--- src/rtl/bios_mem_arbiter.sv ---
// Two-port round-robin arbiter in front of the single-port BIOS memory.
// Grants are combinational, read data returns one cycle later, and each port has a saturating stall counter.
module bios_mem_arbiter #(
    parameter int ADDR_WIDTH = 12,
    parameter int DATA_WIDTH = 32,
    parameter int CNT_WIDTH  = 32
) (
    input  logic                    clk,
    input  logic                    rst,

    input  logic                    p0_req_valid,
    output logic                    p0_req_ready,
    input  logic [ADDR_WIDTH-1:0]   p0_addr,
    input  logic [DATA_WIDTH-1:0]   p0_wdata,
    input  logic [DATA_WIDTH/8-1:0] p0_wbe,
    output logic                    p0_rsp_valid,
    output logic [DATA_WIDTH-1:0]   p0_rdata,

    input  logic                    p1_req_valid,
    output logic                    p1_req_ready,
    input  logic [ADDR_WIDTH-1:0]   p1_addr,
    input  logic [DATA_WIDTH-1:0]   p1_wdata,
    input  logic [DATA_WIDTH/8-1:0] p1_wbe,
    output logic                    p1_rsp_valid,
    output logic [DATA_WIDTH-1:0]   p1_rdata,

    output logic                    mem_en,
    output logic [ADDR_WIDTH-1:0]   mem_addr,
    output logic [DATA_WIDTH-1:0]   mem_din,
    output logic [DATA_WIDTH/8-1:0] mem_we,
    input  logic [DATA_WIDTH-1:0]   mem_dout,

    input  logic                    stall_clr,
    output logic [CNT_WIDTH-1:0]    p0_stall_cnt,
    output logic [CNT_WIDTH-1:0]    p1_stall_cnt
);

    localparam int BE_WIDTH = DATA_WIDTH / 8;
    localparam logic [CNT_WIDTH-1:0] CNT_ONE = {{(CNT_WIDTH-1){1'b0}}, 1'b1};
    localparam logic [CNT_WIDTH-1:0] CNT_MAX = {CNT_WIDTH{1'b1}};

    logic                 gnt0, gnt1;
    logic                 prio_q, prio_d;
    logic                 rsp_pending_q, rsp_pending_d;
    logic                 rsp_owner_q, rsp_owner_d;
    logic [CNT_WIDTH-1:0] p0_stall_q, p0_stall_d;
    logic [CNT_WIDTH-1:0] p1_stall_q, p1_stall_d;

    // prio names the port that wins when both request.
    always_comb begin
        gnt0 = 1'b0;
        gnt1 = 1'b0;
        if (!rst) begin
            if (p0_req_valid && p1_req_valid) begin
                gnt0 = ~prio_q;
                gnt1 = prio_q;
            end else begin
                gnt0 = p0_req_valid;
                gnt1 = p1_req_valid;
            end
        end
    end

    assign p0_req_ready = gnt0;
    assign p1_req_ready = gnt1;

    always_comb begin
        mem_en   = 1'b0;
        mem_addr = '0;
        mem_din  = '0;
        mem_we   = '0;
        if (gnt0) begin
            mem_en   = 1'b1;
            mem_addr = p0_addr;
            mem_din  = p0_wdata;
            mem_we   = p0_wbe;
        end else if (gnt1) begin
            mem_en   = 1'b1;
            mem_addr = p1_addr;
            mem_din  = p1_wdata;
            mem_we   = p1_wbe;
        end
    end

    always_comb begin
        prio_d = prio_q;
        if (gnt0) begin
            prio_d = 1'b1;
        end else if (gnt1) begin
            prio_d = 1'b0;
        end
        rsp_pending_d = mem_en && (mem_we == {BE_WIDTH{1'b0}});
        rsp_owner_d   = gnt1;
    end

    // Continuous assigns keep the next-state counters easy to probe and override from a bench.
    assign p0_stall_d = stall_clr ? '0 :
                        (p0_req_valid && !gnt0 && p0_stall_q != CNT_MAX) ? p0_stall_q + CNT_ONE :
                        p0_stall_q;
    assign p1_stall_d = stall_clr ? '0 :
                        (p1_req_valid && !gnt1 && p1_stall_q != CNT_MAX) ? p1_stall_q + CNT_ONE :
                        p1_stall_q;

    always_ff @(posedge clk or posedge rst) begin
        if (rst) begin
            prio_q        <= 1'b0;
            rsp_pending_q <= 1'b0;
            rsp_owner_q   <= 1'b0;
            p0_stall_q    <= '0;
            p1_stall_q    <= '0;
        end else begin
            prio_q        <= prio_d;
            rsp_pending_q <= rsp_pending_d;
            rsp_owner_q   <= rsp_owner_d;
            p0_stall_q    <= p0_stall_d;
            p1_stall_q    <= p1_stall_d;
        end
    end

    assign p0_rsp_valid = rsp_pending_q && !rsp_owner_q;
    assign p1_rsp_valid = rsp_pending_q &&  rsp_owner_q;
    assign p0_rdata     = mem_dout;
    assign p1_rdata     = mem_dout;
    assign p0_stall_cnt = p0_stall_q;
    assign p1_stall_cnt = p1_stall_q;

endmodule

--- config.mk ---
export PLATFORM = sky130hd
export DESIGN_NAME = bios_mem_arbiter
export DESIGN_NICKNAME = d
export VERILOG_FILES = /design/src/rtl/bios_mem_arbiter.sv
export SDC_FILE = /design/constraint.sdc
export NUM_CORES = 1
export LEC_CHECK = 0
export BUFFER_PORTS_ARGS = -buffer_cell sky130_fd_sc_hd__buf_2
export CORE_AREA = 4 4 119 121
export DETAILED_ROUTE_END_ITERATION = 8
export DIE_AREA = 0 0 123 125
export PLACE_DENSITY = 0.7
export SLEW_MARGIN = 20
export SYNTH_ARGS = -nofsm -noshare
export SYNTH_HDL_FRONTEND = slang
export SYNTH_SLANG_ARGS = --single-unit
--- constraint.sdc ---
create_clock -name clk -period 2.5 [get_ports clk]
set_input_delay 0.125 -clock clk [delete_from_list [all_inputs] [get_ports clk]]
set_output_delay 0.125 -clock clk [all_outputs]
set_load 0.005 [all_outputs]
==> metrics, run 1 <==
internal power=roughly 2100 uW; Max-Cap Viols=0; Initial Util=0.355; slew margin rel.=0.425; leakage power=between 0.002 and 0.003 uW; pre-CTS setup slack=just over 0.09 ns; Critical Path RT=between 2 and 2.5 ns; endpoint type of the worst setup path=primary output; vias in the first global route=between 4k and 5k; Gate Count Post-Synth=530; first-pass GRT wire length=about 26000 microns; pin count of the biggest net entering global routing=about 70; Max Transition Viols Final=0; DR WL/cell=~19 microns; Netlist Area Pre-Place=roughly 4600 sq um; number of flops mapped to enable cells by yosys=0; Top Ports=314; WP data arrival=about 2.3 ns; num rows=between 40 and 50; final worst setup slack=roughly 0.13 ns; busiest layer in global routing=met2; Setup CP Type=register to primary output; register area=around 1700 sq um; Fin. Hold Viols=0; switching fraction of total power=0.240; Vias/cell=about 5.5; post-CTS sizing=0; dpl hpwl=between 10000 and 15000 microns; dpl cells=roughly 860; initial antenna violation count=14; syn_area_per_cell=8.76 sq um; GR Util met3=0.121; Die Span Y=approximately 130 microns; Final Critical Period=roughly 2.4 ns; Die Wd=around 120 microns; initial DRC count=about 240; Net Switching=656 uW; delay-heaviest family, CP=simple AND/OR/NAND/NOR gates; final wirelength=17100 microns; Sink Count=67; Fill cells=1304; Final Non-Filler Cells=877; Layout area overhead=27.0%; crit share post-route=0.949; post-CTS setup buffer count=0; Post-Syn Nets=between 600 and 700; Seq pwr share=0.405; GR Layer Usage met1=0.264; clk_lat worst skew=~0.33 ns; number of remaining DRC errors=0; Ys Warns=0; Die ar.=~15000 sq um; slowest stage delay, CP=between 0.6 and 0.7 ns; GRT Overall Usage=0.214; most instantiated library cell after synthesis=dfrtp_1; pwr dens=about 460 nW/um^2; root buffer cell=clkbuf_16; Netlist cell types=48; setup tns final=0 ns; gpl congestion=about 0.9; Synth Flop Type=dfrtp_1; grt ovf=0; async set-or-reset flop fraction in the synthesized netlist=1.00; H-Tree Depth=3; Worst Hold Class=input pin to register; critical-path cell list=a21oi_1 -> and2_2 -> buf_4 -> a22o_1 -> buf_2; Final setup viols=0; hold buffers post-CTS=0; CTS tree=yes; WP buf/inv=2; share of cells above drive strength 1=0.395; Seq/Total Area, Yosys=0.361; drt pass-1 iters=5; Clock Skew=between 0.005 and 0.006 ns; Final ANT Viol Nets=0; post-synth top area cell=dfrtp_1; Final #Nets=about 830; Slew @ Worst Pin=about 0.86 ns; detailed-route via count=roughly 5k; multi-input logic area=between 2000 and 2500 sq um; Clock Tree Buf Depth=2; share of the synthesized area in the top cell type=0.361; Comb power frac=0.138; Slowest cell on crit path=and2_2; synth top area cells=dfrtp_1 36%, buf_4 10%, a22o_1 9.1%; core area=13100 sq um; PortBufs=~220; clock-pin slew on the worst setup and hold paths=~0.05 ns; outcome=completed; post-synthesis register bit count=67; RSZ-0062 raised after global routing=false; peak supply drop=0.371 mV; clock power share=0.457; FMAX=around 420 MHz; Startpoint Class=register; grt met2 use=0.320; Crit Path Max Fanout=39; synth cell count leaders=67 x dfrtp_1, 64 x buf_4, 48 x a22o_1; CTS buffer count=9
[power by group through the flow]
| stage | clock network [uW] | logic, uW | registers, uW |
|---|---|---|---|
| 2_1_floorplan | 0 | 246 | 1130 |
| 3_3_place_gp | 0 | 379 | 1120 |
| 3_5_place_dp | 0 | 381 | 1120 |
| 4_1_cts | 1280 | 383 | 1100 |
| 5_1_grt | 1330 | 414 | 1110 |
| 6_report | 1250 | 378 | 1100 |
[flip-flops by register name (all words and copies together) (netlist names)]
name and flops:
p0_stall_cnt 32, p1_stall_cnt 32, prio_q 1, rsp_owner_q 1, rsp_pending_q 1
[worst register-to-register path, cell delays in order, from the launching register on]
cell and delay [ns]:
dfrtp_1 0.42, nand4_1 0.21, or3_1 0.45, or4_1 0.64
or3_1 0.35, a21oi_1 0.15
[routing by layer]
metal,wire length [microns],part of all wire,vias to the layer above
li1,-,-,2261
met3,2210,0.13,56
met2,7570,0.44,215
met5,149,0.0087,-
met1,6770,0.40,2314
met4,383,0.022,20
[area by class of cell]
| cell class | instances | share of cell area |
|---|---|---|
| diodes | 4 | 0.00170 |
| well taps | 176 | 0.0374 |
| clock buffers | 14 | 0.0431 |
| flip-flops and latches | 67 | 0.284 |
| inverters | 12 | 0.00764 |
| multi-input cells | 359 | 0.398 |
| clock inverters | 2 | 0.00594 |
| repair buffers | 243 | 0.222 |
[through the flow]
| step | utilization | area (sq um) | hold slack (ns) | total power (uW) |
|---|---|---|---|---|
| 5_1_grt | 0.450 | 5890 | 0.145 | 2850 |
| 6_report | 0.450 | 5890 | 0.134 | 2730 |
| 3_5_place_dp | 0.427 | 5590 | 0.250 | 1500 |
| 3_3_place_gp | 0.427 | 5590 | 0.250 | 1500 |
| 4_1_cts | 0.449 | 5870 | 0.123 | 2770 |
| 2_1_floorplan | - | 4640 | 0.331 | 1370 |
[cells by family (layout without fill, tap and decap cells)]
logic type | count (synthesis) | after routing | share of synthesized area
AOI/OAI and AO/OA | 158 | 158 | 0.240
xor gates and xnor gates | 13 | 13 | 0.0245
adders and majority gates | 2 | 2 | 0.00539
buffers and inverters | 104 | 271 | 0.137
DFF | 67 | 67 | 0.361
muxes | 7 | 7 | 0.0164
other | 0 | 4 | 0
and+or+nand+nor | 179 | 179 | 0.216
[cell usage in the layout (no fill, tap or decap), types with 17 or more instances in the layout]
cell type	count
a21oi_1	44
a22o_1	48
buf_2	217
buf_4	24
dfrtp_1	67
nand2_1	28
nand3_1	20
nand4_1	17
nor2_1	27
o21ai_0	27
or3_1	24
or4_1	18
[path summary, 6_finish.rpt]
check                                             start  slack, ns  depth (start not counted)                      endpoint
setup / recovery                     prio_q$_DFFE_PP0P_       0.13                          5                   mem_addr[8]
hold / removal                                stall_clr       0.13                          2   p1_stall_cnt[4]$_DFFE_PP0P_
setup reg to reg           p1_stall_cnt[17]$_DFFE_PP0P_       0.21                          5  p1_stall_cnt[27]$_DFFE_PP0P_
hold reg to reg                      prio_q$_DFFE_PP0P_       0.52                          1            prio_q$_DFFE_PP0P_
max in group asynchronous                           rst       1.69                          4  p1_stall_cnt[14]$_DFFE_PP0P_
min in group asynchronous                           rst       0.26                          4  p0_stall_cnt[18]$_DFFE_PP0P_
No activity file was read; power rests on OpenSTA's default activity.
==> run 2: changes to the inputs <==
TNS_END_PERCENT = 50   (was unset)
clock period = 3 ns   (was 2.5 ns; I/O delays follow)
==> run 2 against run 1 <==
Count of clock-buffer cells in the layout unchanged. Cell count down 1.9%. Global-route usage down 0.54 points. Die area unchanged. Final area down 2.4%. Clock skew down 0.0014 ns. Sequential power down 16%. Largest cell class unchanged. Via count down 1.0%. Routed wire length down 1.8%.
==> metrics, run 2 (synthesis gave the netlist of run 1 again) <==
outcome=completed; Die ar.=15400 sq um (unchanged); Final setup viols=0 (unchanged); number of remaining DRC errors=0 (unchanged); vias in the first global route=4443 (-3.4%); most common cell after layout, fill and taps aside=buf_2; Clock Skew=0.00406 ns (-0.00140 ns); FMAX=404 MHz; slew margin rel.=0.377 (-0.0473); final worst setup slack=0.522 ns (+0.394 ns); Critical Path RT=3.21 ns (+0.83 ns); post-CTS setup buffer count=0 (unchanged); Final Critical Period=2.48 ns; Startpoint Class=register; dpl cells=839 (-2.1%); clk_lat worst skew=0.33 ns (about the same); initial DRC count=387 (+63%); Setup CP Type=register to register; clock-pin slew on the worst setup and hold paths=0.05 ns (about the same); Initial Util=0.355 (unchanged); pwr dens=404 nW/um^2 (-13%); Max Transition Viols Final=0 (unchanged); leakage power=0.00271 uW (-3.3%); dpl cell area=5430 sq um (-2.9%); CTS buffer count=9 (unchanged); fin area=5750 sq um (-2.4%); drt pass-1 iters=5 (unchanged); post-CTS sizing=0 (unchanged); endpoint type of the worst setup path=register; Sink Count=67 (unchanged); gpl congestion=0.884 (-1.9%); GRT Overall Usage=0.208 (-0.00536); pin count of the biggest net entering global routing=68 (unchanged); share of cells above drive strength 1=0.379 (-0.0155); Vias/cell=5.60 (+0.95%); Final #Nets=809 (-2.2%); core area=13100 sq um (unchanged); root buffer cell=clkbuf_16; RSZ-0062 raised after global routing=false; Die Wd=123 microns (unchanged); Final ANT Viol Nets=0 (unchanged); PortBufs=217 (unchanged); hold buffers post-CTS=0 (unchanged); WP data arrival=2.69 ns (+0.44 ns); pre-CTS setup slack=0.555 ns (+0.464 ns); Max-Cap Viols=0 (unchanged); Overall Power=2330 uW (-15%); peak supply drop=0.277 mV (-25%); H-Tree Depth=3 (unchanged); Top Ports=314 (unchanged); Crit Path Max Fanout=10 (-74%); num rows=42 (unchanged); Worst Hold Class=input pin to asynchronous set/reset pin; grt ovf=0 (unchanged); DR WL/cell=19.5 microns (+0.15%); Die Span Y=125 microns (unchanged); slack of the worst reg-to-reg path=0.52 ns (+0.31 ns); crit share post-route=0.826; leading cell types in the layout, fill and taps excluded=217 x buf_2, 67 x dfrtp_1, 48 x a22o_1, 44 x a21oi_1, 28 x nand2_1; initial antenna violation count=16 (+2); Slew @ Worst Pin=0.934 ns (+0.0709 ns); first-pass GRT wire length=25100 microns (-2.5%); Clock Tree Buf Depth=2 (unchanged); CTS tree=yes; Layout area overhead=24.0%; setup tns final=0 ns (unchanged); detailed-route via count=4817 (-1.0%); final wirelength=16800 microns (-1.8%); dpl hpwl=13200 microns (-2.0%); Fin. Hold Viols=0 (unchanged); Final Non-Filler Cells=860 (-1.9%)
-- run 2: cell count changes in the layout (fill, tap and decap cells not counted), moves of 2 or more --
| cell | previous run | this run |
|---|---|---|
| buf_4 | 24 | 8 |
| clkbuf_1 | 4 | 1 |
| clkbuf_8 | 1 | 4 |
| buf_12 | 2 | 0 |
| diode_2 | 4 | 6 |
-- run 2: layout make-up --
type	count	area (sq um)
diodes	6	15.0
clock buffers	14	284
well taps	176	220
clock inverters	1	30.0
flip-flops and latches	67	1680
fillers	1295	7330
repair buffers	225	1150
multi-input cells	359	2340
inverters	12	45.0
-- run 2: path summary, 6_finish.rpt --
path | startpoint | to | cells after the start
max in group asynchronous | rst | p1_stall_cnt[25]$_DFFE_PP0P_ | 3
worst min register to register | prio_q$_DFFE_PP0P_ | prio_q$_DFFE_PP0P_ | 1
min in group clk | rst | rsp_owner_q$_DFF_PP0_ | 2
worst max register to register | p0_stall_cnt[2]$_DFFE_PP0P_ | p0_stall_cnt[29]$_DFFE_PP0P_ | 5
worst max-delay path | p0_stall_cnt[2]$_DFFE_PP0P_ | p0_stall_cnt[29]$_DFFE_PP0P_ | 5
worst min-delay path | rst | prio_q$_DFFE_PP0P_ | 3
-- run 2: report_power, final --
group          total, uW  switching, uW  internal [uW]
Combinational        298            159            139
Sequential           924           11.3            913
Clock               1100            375            730
-- run 2: per-stage QoR --
stage / util / hold WS (ns)
after floorplan: - / 0.381
after global placement: 0.415 / 0.300
after detailed placement: 0.415 / 0.300
after CTS: 0.439 / 0.198
after global routing: 0.440 / 0.215
final: 0.440 / 0.176
-- run 2: routing by layer --
layer	vias up	GRT usage	wire length, microns
met5	-	0	149
met4	20	0.0456	290
met3	49	0.126	2260
met2	232	0.312	7540
met1	2283	0.257	6540
li1	2233	-	-
-- run 2: critical path, stage by stage (launching register included) --
cell	delay, ns
dfrtp_1	0.44
nand4_2	0.17
or3_1	0.38
or4_1	0.67
nor4_1	0.33
mux2_2	0.37
==> run 3: changes to the inputs <==
clock period = 2.3 ns   (was 3 ns; I/O delays follow)
==> run 3 against run 2 <==
Register-to-register slack worse by 0.44 ns. Largest cell class unchanged. Die area is the same. Sequential cell count did not move. Cell count up 4.9%. Routed wire length shrank 0.79%.
==> metrics, run 3 (synthesis gave the netlist of run 1 again) <==
initial DRC count=362 (-6.5%); grt ovf=0 (unchanged); post-CTS sizing=0 (unchanged); Fin. Hold Viols=0 (unchanged); Clock Skew=0.00535 ns (+0.00129 ns); Slowest cell on crit path=or4_4; Startpoint Class=register; gpl congestion=0.848 (-4.1%); dpl cell area=5760 sq um (+6.3%); number of remaining DRC errors=0 (unchanged); pin count of the biggest net entering global routing=68 (unchanged); Setup CP Type=register to register; Final Non-Filler Cells=902 (+4.9%); multi-input logic area=2360 sq um (+1.1%); setup tns final=0 ns (unchanged); peak supply drop=0.376 mV (+36%); WP data arrival=2.43 ns (-0.26 ns); pwr dens=529 nW/um^2 (+31%); fin area=6160 sq um (+7.1%); Max-Cap Viols=0 (unchanged); initial antenna violation count=7 (-9); H-Tree Depth=3 (unchanged); GRT Overall Usage=0.209 (+0.000487); Layout area overhead=32.8%; Die ar.=15400 sq um (unchanged); Worst Setup SP=p0_stall_cnt[7]$_DFFE_PP0P_; Sink Count=67 (unchanged); Vias/cell=5.48 (-2.2%); crit share post-route=0.964 (+0.138); Final Critical Period=2.22 ns (-0.261 ns); leakage power=0.00296 uW (+9.2%); Fill cells=1294 (-0.077%); slack of the worst reg-to-reg path=0.08 ns (-0.44 ns); pre-CTS setup slack=0.0333 ns (-0.522 ns); register area=1680 sq um (about the same); Reg-to-Reg End=p0_stall_cnt[29]$_DFFE_PP0P_; hold buffers post-CTS=0 (unchanged); PortBufs=217 (unchanged); r2r startpoint=p0_stall_cnt[7]$_DFFE_PP0P_; drt pass-1 iters=5 (unchanged); share of cells above drive strength 1=0.428 (+0.0489); final worst setup slack=0.0824 ns (-0.439 ns); Critical Path RT=2.51 ns (-0.70 ns); CTS buffer count=9 (unchanged); num rows=42 (unchanged); CTS tree=yes; cells on worst reg2reg path=5 (unchanged); critical-path cell list=nand3_2 -> or3_1 -> or4_4 -> nor4_2 -> mux2_2; Die Wd=123 microns (unchanged); root buffer cell=clkbuf_16; Top Ports=314 (unchanged); DR WL/cell=18.5 microns (-5.4%); clock-pin slew on the worst setup and hold paths=0.05 ns (about the same); Overall Power=3260 uW (+40%); endpoint type of the worst setup path=register; post-CTS setup buffer count=0 (unchanged); clk_lat worst skew=0.33 ns (about the same); FMAX=451 MHz (+12%); Final setup viols=0 (unchanged); Slew @ Worst Pin=0.859 ns (-0.0749 ns); Final #Nets=852 (+5.3%); most common cell after layout, fill and taps aside=buf_2; leading cell types in the layout, fill and taps excluded=217 x buf_2, 66 x dfrtp_1, 50 x buf_4, 48 x a22o_1, 44 x a21oi_1; outcome=completed; vias in the first global route=4567 (+2.8%); slowest stage delay, CP=0.59 ns (-0.08 ns); dpl hpwl=13300 microns (+0.13%); RSZ-0062 raised after global routing=true; detailed-route via count=4939 (+2.5%); core area=13100 sq um (unchanged); slew margin rel.=0.427 (+0.0499); dpl cells=882 (+5.1%); Die Span Y=125 microns (unchanged); Worst Hold Class=input pin to asynchronous set/reset pin; first-pass GRT wire length=25200 microns (+0.52%); Initial Util=0.355 (unchanged); final wirelength=16600 microns (-0.79%); Crit Path Max Fanout=8 (-2); Final ANT Viol Nets=0 (unchanged); Max Transition Viols Final=0 (unchanged); Clock Tree Buf Depth=2 (unchanged)
## run 3: metal layers
| layer | up-vias | global-route usage | wire length, microns |
|---|---|---|---|
| li1 | 2312 | - | - |
| met1 | 2349 | 0.264 | 6560 |
| met2 | 242 | 0.319 | 7710 |
| met3 | 30 | 0.0867 | 2000 |
| met4 | 6 | 0.0756 | 352 |
| met5 | - | 0 | 35 |
## run 3: cell type report
class | instances | area share
Multi-Input combinational cell | 359 | 0.383
Sequential cell | 67 | 0.272
Timing Repair Buffer | 268 | 0.240
Clock buffer | 12 | 0.0432
Tap cell | 176 | 0.0357
Clock inverter | 4 | 0.0154
Inverter | 12 | 0.00792
Antenna cell | 4 | 0.00162
## run 3: metrics by stage
step                      hold WS [ns]  utilization
after detailed placement         0.230        0.441
after global routing             0.176        0.471
after global placement           0.230        0.441
after CTS                        0.163        0.468
after floorplan                  0.268            -
final                            0.168        0.471
## run 3: power by group
group / switching (uW) / internal, uW / leakage, uW
sequential: 7.73 / 1190 / 0.000930
combinational: 218 / 197 / 0.00185
clock: 504 / 1150 / 0.000179
total: 729 / 2530 / 0.00296
## run 3: how the worst max path moves through the flow
| stage | endpoint | slack (ns) | depth (start not counted) |
|---|---|---|---|
| finish | p0_stall_cnt[29]$_DFFE_PP0P_ | 0.08 | 5 |
| global route | p0_stall_cnt[28]$_DFFE_PP0P_ | -0.03 | 5 |
| CTS | p0_stall_cnt[29]$_DFFE_PP0P_ | 0.02 | 5 |
| detailed placement | p0_stall_cnt[29]$_DFFE_PP0P_ | 0.03 | 5 |
| global placement | p0_stall_cnt[29]$_DFFE_PP0P_ | 0.04 | 5 |
| floorplan | p0_stall_cnt[1]$_DFFE_PP0P_ | 0.04 | 8 |
## run 3: worst max-delay path, delay by kind of cell, from the launching register on
kind | cells | cell delay [ns]
flops | 1 | 0.36
simple gates | 4 | 1.38
mux | 1 | 0.37
